## src/rtl/evm_booth_scheduler.sv

```systemverilog
// evm_booth_scheduler: serves NUM_BOOTHS booth consoles round-robin against one evm core.
// The FSM sequences switch_on / candidate_ready / vote / session_done toward the evm.
// Each booth gets exactly one ack or reject pulse per request.
module evm_booth_scheduler #(
  parameter int NUM_BOOTHS  = 4,
  parameter int WIDTH       = 7,
  parameter int BALLOT_CAP  = 127,
  parameter int VIP_TIMEOUT = 8
) (
  input  logic                          clk,
  input  logic                          rst,
  input  logic                          session_start,
  input  logic                          session_stop,
  input  logic [NUM_BOOTHS-1:0]         booth_req,
  input  logic [2*NUM_BOOTHS-1:0]       booth_choice,
  output logic [NUM_BOOTHS-1:0]         booth_ack,
  output logic [NUM_BOOTHS-1:0]         booth_reject,
  output logic                          evm_switch_on,
  output logic                          evm_candidate_ready,
  output logic [2:0]                    evm_vote,
  output logic                          evm_session_done,
  input  logic                          evm_vip,
  input  logic                          evm_done,
  output logic [$clog2(NUM_BOOTHS)-1:0] grant_id,
  output logic [WIDTH-1:0]              ballots_cast,
  output logic                          session_open
);
  localparam int IW = $clog2(NUM_BOOTHS);
  localparam int TW = $clog2(VIP_TIMEOUT + 1);

  localparam logic [3:0] OFF      = 4'd0;
  localparam logic [3:0] WARM     = 4'd1;
  localparam logic [3:0] ARB      = 4'd2;
  localparam logic [3:0] READY    = 4'd3;
  localparam logic [3:0] WAIT_VIP = 4'd4;
  localparam logic [3:0] CAST     = 4'd5;
  localparam logic [3:0] SETTLE   = 4'd6;
  localparam logic [3:0] CLOSE    = 4'd7;
  localparam logic [3:0] DONE     = 4'd8;

  logic [3:0]                     state;
  logic [IW-1:0]                  rr;
  logic [1:0]                     choice_q;
  logic [TW-1:0]                  timer;
  logic                           warm_cnt;
  logic                           settle_seen;
  logic                           stop_q;
  logic                           restart_q;
  logic [NUM_BOOTHS-1:0][1:0]     ch_arr;
  logic [NUM_BOOTHS-1:0]          avail;
  logic                           pick_vld;
  logic [IW-1:0]                  pick_idx;
  logic [IW-1:0]                  j;
  logic                           in_session;

  assign ch_arr     = booth_choice;
  assign in_session = (state inside {ARB, READY, WAIT_VIP, CAST, SETTLE});

  function automatic logic [IW-1:0] nxt(input logic [IW-1:0] i);
    return (i == IW'(NUM_BOOTHS - 1)) ? '0 : i + 1'b1;
  endfunction

  // Round-robin pick: first requester at/after rr; a booth whose pulse is
  // on the wire this cycle is masked so a held request is not served twice.
  always_comb begin
    pick_vld = 1'b0;
    pick_idx = '0;
    j        = '0;
    avail    = booth_req & ~(booth_ack | booth_reject);
    for (int k = 0; k < NUM_BOOTHS; k++) begin
      j = IW'((int'(rr) + k) % NUM_BOOTHS);
      if (!pick_vld && avail[j]) begin
        pick_vld = 1'b1;
        pick_idx = j;
      end
    end
  end

  // evm-facing strobes are decoded from state so each lasts exactly one state visit.
  always_comb begin
    evm_switch_on       = (state != OFF);
    evm_candidate_ready = (state == READY);
    evm_session_done    = (state == CLOSE);
    session_open        = in_session;
    evm_vote            = 3'b000;
    if (state == CAST) begin
      case (choice_q)
        2'b01:   evm_vote = 3'b001;
        2'b10:   evm_vote = 3'b010;
        2'b11:   evm_vote = 3'b100;
        default: evm_vote = 3'b000;
      endcase
    end
  end

  // Main sequencer: state, rr pointer, ballot counter and ack/reject pulses.
  always_ff @(posedge clk or negedge rst) begin
    if (!rst) begin
      state        <= OFF;
      rr           <= '0;
      grant_id     <= '0;
      choice_q     <= '0;
      timer        <= '0;
      warm_cnt     <= 1'b0;
      settle_seen  <= 1'b0;
      stop_q       <= 1'b0;
      restart_q    <= 1'b0;
      ballots_cast <= '0;
      booth_ack    <= '0;
      booth_reject <= '0;
    end else begin
      booth_ack    <= '0;
      booth_reject <= '0;
      if (in_session && session_stop) stop_q <= 1'b1;
      case (state)
        OFF: begin
          stop_q <= 1'b0;
          if (session_start || restart_q) begin
            state     <= WARM;
            warm_cnt  <= 1'b0;
            restart_q <= 1'b0;
          end
        end
        WARM: begin
          ballots_cast <= '0;
          if (warm_cnt) state <= ARB;
          else          warm_cnt <= 1'b1;
        end
        ARB: begin
          if (evm_done) begin
            state <= DONE;
          end else if (stop_q || session_stop || ballots_cast == WIDTH'(BALLOT_CAP)) begin
            state <= CLOSE;
          end else if (pick_vld) begin
            if (ch_arr[pick_idx] == 2'b00) begin
              booth_reject[pick_idx] <= 1'b1;
              rr                     <= nxt(pick_idx);
            end else begin
              grant_id <= pick_idx;
              choice_q <= ch_arr[pick_idx];
              state    <= READY;
            end
          end
        end
        READY: begin
          timer <= '0;
          state <= WAIT_VIP;
        end
        WAIT_VIP: begin
          if (evm_vip) begin
            state <= CAST;
          end else if (timer == TW'(VIP_TIMEOUT - 1)) begin
            booth_reject[grant_id] <= 1'b1;
            rr                     <= nxt(grant_id);
            state                  <= ARB;
          end else begin
            timer <= timer + 1'b1;
          end
        end
        CAST: begin
          settle_seen <= 1'b0;
          state       <= SETTLE;
        end
        SETTLE: begin
          if (evm_done) begin
            booth_reject[grant_id] <= 1'b1;
            rr                     <= nxt(grant_id);
            state                  <= DONE;
          end else if (!evm_vip) begin
            // one extra cycle after vip falls lets the evm commit its count
            if (settle_seen) begin
              booth_ack[grant_id] <= 1'b1;
              rr                  <= nxt(grant_id);
              if (ballots_cast != WIDTH'(BALLOT_CAP)) ballots_cast <= ballots_cast + 1'b1;
              state <= ARB;
            end else begin
              settle_seen <= 1'b1;
            end
          end
        end
        CLOSE: begin
          if (evm_done) state <= DONE;
        end
        DONE: begin
          if (session_start) begin
            // pass through OFF for one cycle so the evm clears, then warm up again
            state     <= OFF;
            restart_q <= 1'b1;
            stop_q    <= 1'b0;
          end else if (pick_vld) begin
            booth_reject[pick_idx] <= 1'b1;
            rr                     <= nxt(pick_idx);
          end
        end
        default: state <= OFF;
      endcase
    end
  end
endmodule
```

## config.mk

```make
export PLATFORM = sky130hd
export DESIGN_NAME = evm_booth_scheduler
export DESIGN_NICKNAME = d
export VERILOG_FILES = /design/src/rtl/evm_booth_scheduler.sv
export SDC_FILE = /design/constraint.sdc
export NUM_CORES = 1
export LEC_CHECK = 0
export CORE_MARGIN = 2
export CORE_UTILIZATION = 36
export CTS_CLUSTER_SIZE = 40
export DETAILED_ROUTE_END_ITERATION = 10
export PLACE_DENSITY = 0.63
export SLEW_MARGIN = 20
export SYNTH_ARGS = -nofsm -noshare
export SYNTH_HDL_FRONTEND = slang
export SYNTH_SLANG_ARGS = --single-unit
```

## constraint.sdc

```tcl
create_clock -name clk -period 5.1 [get_ports clk]
set_clock_uncertainty 0.2 [all_clocks]
set_input_delay 0.765 -clock clk [delete_from_list [all_inputs] [get_ports clk]]
set_output_delay 0.765 -clock clk [all_outputs]
set_load 0.02 [all_outputs]
```

# Word-level counts from Yosys, hierarchy flattened
# Index checks and enable logic that the tools add are counted.
[word_totals] elab_cells=185 input_bits=18 register_bits=33
[op_classes] mux=84 addsub=7 n_reduce_logical=30 bitwise_logic=6 n_lt_le_gt_ge=8 eq_ne=38
[op_table] operator="2-to-1 mux 4 bit" n=28
[op_table] operator="2-to-1 mux 2 bit" n=18
[op_table] operator="one-hot mux 4 bit (9 select lines)" n=1
[op_table] operator="2-to-1 mux 7 bit" n=4
[op_table] operator="inequality test 2 bit, second input constant" n=13
[op_table] operator="== test 4 x 3 -> 1 bit, second input constant" n=5
[op_table] operator="less-than comparator 2 x 3 -> 1 bit, second input constant" n=6
[op_table] operator="2-to-1 mux 1 bit" n=16
[op_table] operator="one-hot mux 4 bit (4 select lines)" n=1
[op_table] operator="one-hot mux 7 bit (2 select lines)" n=1
[op_table] operator="AND reduction 11 bit" n=1
[op_table] operator="AND reduction 5 bit" n=2
[op_table] operator="nonzero test 2 bit" n=5
[op_table] operator="one-hot mux 3 bit (3 select lines)" n=1
[op_table] operator="AND reduction 3 bit" n=3
[op_table] operator="AND reduction 9 bit" n=1
[op_table] operator="binary-select mux 1 bit (select 2 bit)" n=4
[op_table] operator="== test 2 bit, second input constant" n=4
[op_table] operator="== test 4 x 2 -> 1 bit, second input constant" n=2
[op_table] operator="inequality test 2 x 1 -> 1 bit, second input constant" n=4
[op_table] operator="one-hot mux 1 bit (2 select lines)" n=4
[op_table] operator="one-hot mux 2 bit (4 select lines)" n=1
[op_table] operator="one-hot mux 4 bit (2 select lines)" n=1
[op_table] operator="nonzero test 4 bit" n=2
[op_table] operator="28 further kinds" n=45

# Longest topological paths before layout
[logic_depth] depth_word=24 ltp_mapped=8 mapped_depth_nobuf=8

# Least setup slack after synthesis
# Ideal clock, no wire load.
[synth_path] kind="input to register" from="input booth_req[1]" to="register choice_q[0]" setup_ns=0.125 cell_stages=8 arrival_ns=2.579 slack_ns=2.196 t_required_ns=4.775 path_buffers=1 cell_sequence="or3b_2 a2bb2oi_2 and3_1 buf_6 a211oi_2 o22ai_2 and2b_4 mux2_4"
[synth_between] elab_chain_len=18
[synth_lines] element="start: declaration" line_no="14" source="input logic [NUM_BOOTHS-1:0] booth_req,"
[synth_lines] element="AND 4 bit (*)" line_no="69" source="avail = booth_req & ~(booth_ack | booth_reject);"
[synth_lines] element="binary-select mux 1 bit (select 2 bit)" line_no="72" source="if (!pick_vld && avail[j]) begin"
[synth_lines] element="2-to-1 mux 1 bit (implied by the code)" line_no="72"
[synth_lines] element="2-to-1 mux 1 bit" line_no="72"
[synth_lines] element="zero test 1 bit" line_no="72"
[synth_lines] element="logical AND 1 bit" line_no="72"
[synth_lines] element="2-to-1 mux 1 bit" line_no="72"
[synth_lines] element="zero test 1 bit" line_no="72"
[synth_lines] element="[... 3 more ...]"
[synth_lines] element="logical AND 1 bit" line_no="72"
[synth_lines] element="2-to-1 mux 2 bit (*)" line_no="72"
[synth_lines] element="named net pick_idx[0]" line_no="52" source="logic [IW-1:0] pick_idx;"
[synth_lines] element="binary-select mux 2 bit (select 2 bit) (*)" line_no="135, 140"
[synth_lines] element="2-to-1 mux 2 bit (implied by the code) (*)" line_no="135, 140"
[synth_lines] element="zero test 2 bit" line_no="135" source="if (ch_arr[pick_idx] == 2'b00) begin"
[synth_lines] element="NOT 1 bit (no source line)"
[synth_lines] element="AND reduction 5 bit (no source line)"
[synth_lines] element="end signal: assignment" line_no="140" source="choice_q <= ch_arr[pick_idx];"
[synth_lines] element="end: declaration" line_no="43" source="logic [1:0] choice_q;"
# The timed path passes the listed nets; every way through them passes the cells marked *. The select of a mux whose other input is x is not followed.
# A chain may end at the register's enable or synchronous reset.

# Final worst setup path
[layout_path] from="input booth_req[3]" to="register choice_q[1]"
[layout_between] elab_chain_len=18
[layout_lines] element="AND 4 bit (*)" line_no="69"
[layout_lines] element="binary-select mux 1 bit (select 2 bit)" line_no="72"
[layout_lines] element="2-to-1 mux 1 bit (implied by the code)" line_no="72"
[layout_lines] element="2-to-1 mux 1 bit" line_no="72"
[layout_lines] element="zero test 1 bit" line_no="72"
[layout_lines] element="logical AND 1 bit" line_no="72"
[layout_lines] element="2-to-1 mux 1 bit" line_no="72"
[layout_lines] element="zero test 1 bit" line_no="72"
[layout_lines] element="[... 2 more ...]"
[layout_lines] element="zero test 1 bit" line_no="72"
[layout_lines] element="logical AND 1 bit" line_no="72"
[layout_lines] element="2-to-1 mux 2 bit" line_no="72"
[layout_lines] element="binary-select mux 2 bit (select 2 bit)" line_no="135, 140"
[layout_lines] element="2-to-1 mux 2 bit (implied by the code)" line_no="135, 140"
[layout_lines] element="zero test 2 bit" line_no="135"
[layout_lines] element="NOT 1 bit (no source line)"
[layout_lines] element="AND reduction 5 bit (no source line)"
# Every way passes the cells marked *; elsewhere a longest branch is shown, timed or not. The select of a mux whose other input is x is not followed.

==> results_dict.tcl <==
set metrics [dict create \
    yosys.cell_types.count 53 \
    use_met1_pct 21.5 \
    min_from "timer[0]" \
    io_pins 42 \
    syn_nets 279 \
    critPathArrivalTime_ns 3.42 \
    fin_area_sq_mm 0.00278 \
    wirelength_um 5180 \
    worstReg2RegStart "booth_reject[3]" \
    wl_per_cell_um 14.1 \
    reg2regPathDepth 7 \
    io_buffers 41 \
    max-slew-margin-rel_pct 38.4 \
    cts_tree "yes" \
    clock_latency_ns 0.28 \
    power_leakage_nw 1.20 \
    ir_drop_v 0.000269 \
    total_power_mw 1.38 \
    use_met2_pct 27.4 \
    fmax_ghz 0.290 \
    cts.sinks 33 \
    postCtsHoldBufs 0 \
    nNetsFinal 319 \
    end_kind "flip-flop" \
    drt_first_iter_violations 75 \
    pwr_density_cell_mw_per_mm2 498 \
    die-height_um 82.0 \
    synth_cells 251 \
    path_clk_slew_ns 0.07 \
    min_path_type "reg -> reg" \
    slew_viol_final 0 \
    seq_area_frac_synth_pct 37.7 \
    hold_viol 0 \
    dp_hpwl_um 3840 \
    hold-worst-slack_ns 0.298 \
    post_cts_resized 0 \
    cts_setup_buffers 0 \
    grt_pass1_wl_um 8620 \
    track_usage_pct 16.5 \
    antenna_cells 0 \
    dieArea_sq_mm 0.00672 \
    synth_edf_count 0 \
    post-route-period-util_pct 67.7 \
    gp_congestion 0.799 \
    yosys_warnings 0 \
    hold_path_depth 1 \
    top_usage_layer "met2" \
    ant_nets 0 \
    n_fill_cell 595 \
    setup_tns_ns 0 \
    cts_buffers 5 \
    ctsRootBufferMaster "clkbuf_8" \
    regArea_sq_um 826 \
    rows 28 \
    grt_util_met3_pct 3.96 \
    antenna_found_initial 0 \
    startpoint_type "primary input" \
    timing.rr.end "choice_q[1]" \
    ys.flop_type "dfrtp_1" \
    area_growth_pct 26.7 \
    cp.required_ns 5.07 \
    overflow 0 \
    worstHoldEndpoint "timer[0]" \
    status "finished, final reports clean" \
    layout-drive-gt1-share_pct 7.88 \
    multi_input_area_sq_mm 0.00125 \
    finalCriticalPeriod_ns 3.45 \
    dieWidth_um 82.0 \
    worstMarginPinSlew_ns 0.916 \
    dpl-instance-area_sq_mm 0.00266 \
    crit_type "in -> reg" \
    cts_htree_levels 2 \
    synth-seq-cells 33 \
    maxCapViolCount 0 \
    dr.pass1.iters 4 \
    rsz0062_at_grt "false" \
    grt_max_degree 34 \
    post-route-drc-count 0 \
    vias 1956 \
    drt-vias-per-instance 5.33 \
    coreArea_sq_mm 0.00589 \
    setup_violations 0 \
    clockBufferDepth 2 \
    syn-cell-area_sq_mm 0.00219 \
    rrSetupSlack_ns 2.18 \
    avgSynthCellArea_sq_um 8.72 \
    initial_core_util_pct 37.2 \
    first_global_vias 1828 \
    crit_fanout 8 \
    synthArstFlopShare_pct 100 \
]
==> worst max-delay path, cell delays in order <==
cell and delay [ns]:
clkdlybuf4s50_1 0.47, or3b_1 0.39, a32oi_1 0.33, and3_1 0.45, a211oi_2 0.15, o22ai_2 0.30
and2b_4 0.26, mux2_4 0.30
==> routing by layer <==
metal  up-vias  wire [um]  share of wire (%)
met5         -          0                  0
li1        977          -                  -
met3         4        288                5.6
met1       922       2410                 46
met2        53       2440                 47
met4         0         46               0.89
==> cell usage in the layout (no fill, tap or decap), drive strengths merged, types with 2 or more instances in the layout <==
cell / Yosys / final
inv: 18 / 18
o22a: 2 / 2
o22ai: 2 / 2
and2: 5 / 5
nand3: 3 / 3
o31ai: 2 / 2
o211ai: 3 / 3
a21oi: 12 / 12
mux2i: 2 / 2
nand4: 5 / 5
nand2b: 4 / 4
and3: 5 / 5
a2bb2oi: 2 / 2
nand2: 22 / 22
nor3b: 7 / 7
a21o: 2 / 2
or3: 2 / 2
xor2: 6 / 6
nor2b: 4 / 4
ha: 10 / 10
nand3b: 3 / 3
dfrtp: 33 / 33
clkbuf: 7 / 5
clkdlybuf4s50: 0 / 41
o21ai: 13 / 13
nor2: 29 / 29
mux2: 5 / 5
or3b: 3 / 3
nor3: 13 / 13
a31oi: 5 / 5
a221o: 2 / 2
a211oi: 4 / 4
==> flip-flops by register name, indices dropped and copies added, names as in the netlist, 2 cells and up <==
signal        count
ballots_cast      7
booth_ack         4
booth_reject      4
state             4
timer             4
choice_q          2
grant_id          2
rr                2
==> through the flow <==
| step | utilization [%] | cells | setup WS, ns |
|---|---|---|---|
| after floorplan | - | 251 | 2.20 |
| after global placement | 45.2 | 359 | 1.47 |
| after detailed placement | 45.2 | 359 | 1.37 |
| after CTS | 47.2 | 367 | 1.66 |
| after global routing | 47.2 | 367 | 1.50 |
| final | 47.2 | 367 | 1.65 |
==> cell type report <==
| cell class | instances | share of cell area [%] |
|---|---|---|
| flip-flops and latches | 33 | 29.8 |
| well taps | 75 | 3.38 |
| inverters | 18 | 2.43 |
| clock inverters | 3 | 1.67 |
| repair buffers | 42 | 15.1 |
| multi-input cells | 191 | 45.2 |
| clock buffers | 5 | 2.48 |
==> power by group <==
group          internal (mW)  switching (mW)  leakage [nW]
Combinational          0.298           0.384         0.714
Clock                  0.146           0.100        0.0543
Sequential             0.328           0.124         0.429
==> Yosys cell counts (3+ instances only) <==
master	count	share of area, %
xor2_1	6	2.4
and2_1	5	1.4
nand2_1	22	3.8
nor3_1	13	3.0
nand2b_1	4	1.1
clkbuf_1	7	1.2
a211oi_2	4	2.3
o21ai_1	5	1.1
dfrtp_1	33	38
nand4_1	5	1.4
o21ai_0	8	1.8
nor3b_1	7	2.4
nor2_1	29	5.0
nor2b_1	4	1.1
a21oi_1	12	2.7
nand3b_1	3	1.0
o211ai_1	3	1.0
nand3_1	3	0.69
inv_1	18	3.1
and3_1	5	1.4
a31oi_1	5	1.4
ha_1	10	5.7
==> cells by family after synthesis <==
kind of cell             Yosys count  share of synthesized area, %
adder cells (fa/ha/maj)           10                          5.71
AND/OR/NAND/NOR                  112                          27.1
flip-flops                        33                          37.7
AO/OA/AOI/OAI                     56                          18.3
XOR/XNOR                           6                          2.40
multiplexers                       7                          3.83
buffers and inverters             27                          4.97
==> how the worst max path moves through the flow <==
stage | from | end | slack [ns]
2_1_floorplan | booth_req[1] | choice_q[0] | 2.20
3_3_place_gp | booth_req[3] | choice_q[0] | 1.47
3_5_place_dp | booth_req[3] | choice_q[1] | 1.37
4_1_cts | booth_req[3] | choice_q[1] | 1.66
5_1_grt | booth_req[3] | choice_q[1] | 1.50
6_report | booth_req[3] | choice_q[1] | 1.65
No activity file was read; power rests on OpenSTA's default activity.
==> variant 1, RTL diff (same settings) <==
Set the parameter `NUM_BOOTHS` to 8 (it was 4).
--- a/src/rtl/evm_booth_scheduler.sv
+++ b/src/rtl/evm_booth_scheduler.sv
@@ -3,5 +3,5 @@
 // Each booth gets exactly one ack or reject pulse per request.
 module evm_booth_scheduler #(
-  parameter int NUM_BOOTHS  = 4,
+  parameter int NUM_BOOTHS  = 8,
   parameter int WIDTH       = 7,
   parameter int BALLOT_CAP  = 127,
Interface: changed (5 resized); port bits go from 42 to 63. The function was not compared with the original's and may differ.
==> variant 1 against the original RTL <==
- synthesized cell count increased by 77%
- setup slack got worse by 1300 ps
- final area is 74% higher
- routed wire length grew 130%
- sequential cell count increased by 10
- first-iteration DRC count rose to 3.5 times the old value
- largest power group unchanged
- clock power grew 11%
- area after synthesis up 77%
- highest routed layer unchanged
- global-route usage is 4.0 points higher
- sequential share of layout area down 7.4 points
- die area rose by 73%
- power rose to 2.5 times the old value
- largest cell class unchanged
==> variant 1: results (changes against the original RTL) <==
Outcome
  – Status: complete, no violations

Worst setup path
  – Top delay family on crit path: compound AO/OA/AOI/OAI gates
  – Worst path max stage delay: 570 ps (+100 ps)
  – Critical path peak fanout: 9 (+1)
  – Slowest-stage cell, CP: mux4_2
  – CP Data Arrival Time: 4710 ps (+1290 ps)

Synthesis
  – Synth top cells by count: nor2_1, dfrtp_1, nand2_1
  – Fraction of registers with async set/reset: 1.00 (unchanged)
  – Syn_nets: 482 (+73%)
  – Sequential area share after synthesis: 0.277 (-0.100)
  – Synth warn: 0 (unchanged)
  – Top_reg_cell synth: dfrtp_1
  – Top post-synthesis cells by area: dfrtp_1, mux2i_1, mux4_2
  – Mean Syn Cell Area: 8.75 sq um (+0.34%)
  – Synth unique cells: 81 (+53%)

Power and ir drop
  – VDD IR max: 328 uV (+22%)
  – NetSw: 1.77 mW (+190%)
  – Pleak: 1.95 nW (+63%)

Clocking
  – Max Root-Sink Buffers: 2 (unchanged)
  – CTS Buf Count: 5 (unchanged)
  – CTS H-Tree Depth: 2 (unchanged)
  – Clk slew on worst S/H paths: 90 ps (+20 ps)
  – CTS root buf: clkbuf_8
  – Clk Latency, worst-skew pair: 290 ps

Placement
  – GP Congestion: 0.997 (+25%)
  – Setup WS pre-CTS: -42.1 ps (-1420 ps)
  – Post-DP Area: 0.00469 sq mm (+76%)
  – Port bufs: 62 (+51%)
  – Post-DP HPWL: 9.18 mm (+140%)

Global route
  – First-pass GRT wire length: 19.4 mm (+130%)
  – Tot GR Track Use: 0.206 (+0.0404)
  – Vias in the first global route: 3821 (+110%)
  – Largest net degree at the start of global routing: 44 (+29%)
  – Antenna violations before repair: 0 (unchanged)

Timing
  – Worst Tran Pin Value: 974 ps (+58.4 ps)

Finish
  – Layout cell share with drive strength beyond 1: 0.144 (+0.0649)
  – Post-route cell area: 0.00482 sq mm (+74%)
  – Layout fillers: 1030 (+73%)
  – # diodes: 0 (unchanged)
  – Non-filler cells, final: 644 (+75%)
  – Top flop regs: booth_ack: 8 flops, booth_reject: 8 flops, ballots_cast: 7 flops
  – Final net count: 545 (+71%)

Route
  – Routed wire length: 11.8 mm (+130%)
  – Routed vias: 3929 (+100%)
  – Number of DRC markers in iteration 0: 265 (+250%)
  – Pre-antenna DRT Iters: 5 (+1)
  – Post-DRT Antenna Nets: 0 (unchanged)

Worst hold path
  – Worst Hold Class: flip-flop to flip-flop
[variant 1: changes by cell type in the layout (fill, tap and decap cells not counted), moves of 7 or more]
cell	delta
nand3_1	+13
mux2i_1	+30
o21ai_0	+13
buf_4	+14
a21oi_1	+10
mux4_2	+9
inv_1	-11
dfrtp_1	+10
nor2_1	+15
o22ai_1	+8
clkdlybuf4s50_1	+20
nand2_1	+17
or3b_2	+7
nor3_1	+8
[variant 1: cell families after synthesis]
group | after synthesis | synth area share
AO/OA/AOI/OAI | 112 | 0.212
XOR/XNOR | 8 | 0.0180
adder cells (fa/ha/maj) | 8 | 0.0258
buffers and inverters | 32 | 0.0338
flip-flops | 43 | 0.277
multiplexers | 48 | 0.165
AND/OR/NAND/NOR | 193 | 0.269
[variant 1: routing by layer]
layer	global-route usage	up-vias	routed length (um)
li1	-	1829	-
met3	0.0212	30	680
met4	0.0760	0	355
met5	0	-	0
met1	0.263	1911	4880
met2	0.359	159	5840
[variant 1: final timing paths]
kind	startpoint	to	slack (ps)	cells past startpoint
worst max-delay path	booth_req[6]	booth_reject[0]	350	15
worst min-delay path	choice_q[0]	choice_q[0]	330	1
worst max register to register	rr[1]	booth_reject[0]	380	16
worst min register to register	choice_q[0]	choice_q[0]	330	1
max in group asynchronous	rst	state[2]	3670	1
min in group asynchronous	rst	timer[3]	410	1
[variant 1: final cells by class]
cell class | count | area share
Clock inverter | 3 | 0.00987
Tap cell | 136 | 0.0353
Timing Repair Buffer | 77 | 0.151
Multi-Input combinational cell | 369 | 0.557
Clock buffer | 5 | 0.0143
Sequential cell | 43 | 0.223
Inverter | 11 | 0.00857
[variant 1: repair_timing]
item / CTS / global route
gates resized for setup: 0 / 1
setup buffers: 0 / 0
setup endpoints to repair: 0 / 9
[variant 1: power groups by stage]
stage               sequential, mW  clock, mW  combinational [mW]
finish                       0.534      0.272                2.71
global route                 0.552      0.290                2.93
CTS                          0.534      0.277                2.67
detailed placement           0.541          0                2.66
global placement             0.541          0                2.63
floorplan                    0.486          0                1.95
==> variant 2, RTL diff (config.mk and constraints unchanged) <==
Made on the original files. Reset style: synchronous (`rst`), changed in one clocked block.
--- a/src/rtl/evm_booth_scheduler.sv
+++ b/src/rtl/evm_booth_scheduler.sv
@@ -95,5 +95,5 @@
 
   // Main sequencer: state, rr pointer, ballot counter and ack/reject pulses.
-  always_ff @(posedge clk or negedge rst) begin
+  always_ff @(posedge clk) begin
     if (!rst) begin
       state        <= OFF;
Function: differs if rst is asserted again (counterexample within 4 cycles, from zero or initial values and one cycle with rst low); with rst held inactive, the same outputs for 10 cycles.
==> variant 2 against the original RTL <==
- critical path depth shrank 4
- setup slack better by 200 ps
- via count decreased by 0.41%
- power down 30%
- routed wire length down 1.0%
- die area is 2.9% lower
- cell count increased by 0.54%
- sequential cell count unchanged
- final area is 4.1% lower
- area after synthesis decreased by 3.1%
- combinational power down 38%
==> variant 2: results (changes against the original RTL) <==
Outcome
  – Status: complete, no violations

Finish
  – Largest Register: ballots_cast
  – Max reg flops: 7 (unchanged)
  – # diodes: 0 (unchanged)
  – Layout fillers: 565 (-5.0%)
  – Layout cell share with drive strength beyond 1: 0.0741 (-0.00469)
  – Final net count: 325 (+1.9%)

Global route
  – Vias in the first global route: 1840 (+0.66%)
  – Largest net degree at the start of global routing: 20 (-41%)
  – Tot GR Track Use: 0.166 (+0.000221)
  – Antenna violations before repair: 0 (unchanged)
  – First-pass GRT wire length: 8.43 mm (-2.2%)

Worst setup path
  – Worst path max stage delay: 640 ps (+170 ps)
  – Critical path peak fanout: 14 (+6)
  – Top delay family on crit path: simple AND/OR/NAND/NOR gates
  – Slowest-stage cell, CP: clkdlybuf4s50_1
  – CP Data Arrival Time: 2290 ps (-1130 ps)

Synthesis
  – Top post-synthesis cells by area: dfxtp_1, ha_1, nand2_1
  – Fraction of registers with async set/reset: 0 (-1.00)
  – Top_reg_cell synth: dfxtp_1
  – Syn_nets: 287 (+2.9%)
  – Synth top cells by count: dfxtp_1, nand2_1, nor2_1
  – Sequential area share after synthesis: 0.311 (-0.0658)
  – Most common cell in the netlist: dfxtp_1
  – Synth unique cells: 54 (+1.9%)
  – Synth warn: 0 (unchanged)

Clocking
  – Setup repair bufs after CTS: 0 (unchanged)
  – Clk Latency, worst-skew pair: 280 ps (about the same)
  – Max Root-Sink Buffers: 2 (unchanged)
  – CTS H-Tree Depth: 2 (unchanged)
  – CTS Buf Count: 5 (unchanged)
  – Post-cts resize count: 0 (unchanged)
  – Clk slew on worst S/H paths: 60 ps
  – CTS root buf: clkbuf_8

Power and ir drop
  – Pleak: 0.966 nW (-19%)
  – VDD IR max: 161 uV (-40%)

Timing
  – Relative slew margins: 0.352 (-0.0317)

Route
  – Pre-antenna DRT Iters: 4 (unchanged)
  – Routed vias: 1948 (-0.41%)
  – Number of DRC markers in iteration 0: 93 (+24%)
  – Drt wl/cell: 13.9 um (-1.5%)

Placement
  – Port bufs: 41 (unchanged)
  – Post-DP HPWL: 3.97 mm (+3.3%)
  – GP Congestion: 0.857 (+7.2%)

Worst hold path
  – Worst Hold Class: flip-flop to flip-flop
[variant 2: tightest hold or removal path, delay by kind of cell (launching register included)]
| kind | cells | cell delay, ps |
|---|---|---|
| flops | 1 | 330 |
| simple gates | 1 | 60 |
| compound gates | 1 | 50 |
[variant 2: worst paths after layout]
check,from,end,slack [ps],cells past startpoint
max,state[2],evm_vote[1],1850,4
max reg2reg,booth_ack[1],rr[1],2460,8
min reg2reg,choice_q[0],choice_q[0],280,2
min,choice_q[0],choice_q[0],280,2
[variant 2: area by class of cell]
| class | instances | share of cell area |
|---|---|---|
| Multi-Input combinational cell | 201 | 0.510 |
| Sequential cell | 33 | 0.248 |
| Timing Repair Buffer | 41 | 0.154 |
| Tap cell | 72 | 0.0339 |
| Clock buffer | 7 | 0.0325 |
| Inverter | 15 | 0.0212 |
[variant 2: stage by stage]
| step | utilization | std cells | hold WS, ps | setup slack (ps) | area, sq um |
|---|---|---|---|---|---|
| 2_1_floorplan | - | 259 | 254 | 2190 | 2120 |
| 3_3_place_gp | 0.459 | 362 | 271 | 1670 | 2570 |
| 3_5_place_dp | 0.459 | 362 | 277 | 1530 | 2570 |
| 4_1_cts | 0.474 | 369 | 287 | 1830 | 2660 |
| 5_1_grt | 0.474 | 369 | 301 | 1630 | 2660 |
| 6_report | 0.474 | 369 | 284 | 1850 | 2660 |
[variant 2: kinds of logic (layout without fill, tap and decap cells)]
kind of cell,Yosys count,count (layout),share of synthesized area
adder cells (fa/ha/maj),10,10,0.0590
XOR/XNOR,7,7,0.0289
multiplexers,4,4,0.0189
AO/OA/AOI/OAI,65,65,0.238
buffers and inverters,25,63,0.0495
flip-flops,33,33,0.311
AND/OR/NAND/NOR,115,115,0.295
[variant 2: metal layers]
layer / wire length (um) / global-route usage / part of all wire / vias to the layer above
met5: 0 / 0 / 0 / -
met4: 55 / 0.0525 / 0.011 / 0
met3: 218 / 0.0378 / 0.042 / 6
met2: 2430 / 0.271 / 0.47 / 34
met1: 2420 / 0.217 / 0.47 / 906
li1: - / - / - / 1002
[variant 2: where the power goes]
group	leakage (nW)	switching [mW]	internal, mW
Clock	0.0443	0.0891	0.107
Combinational	0.655	0.238	0.186
Sequential	0.267	0.0572	0.286
Total	0.966	0.384	0.579
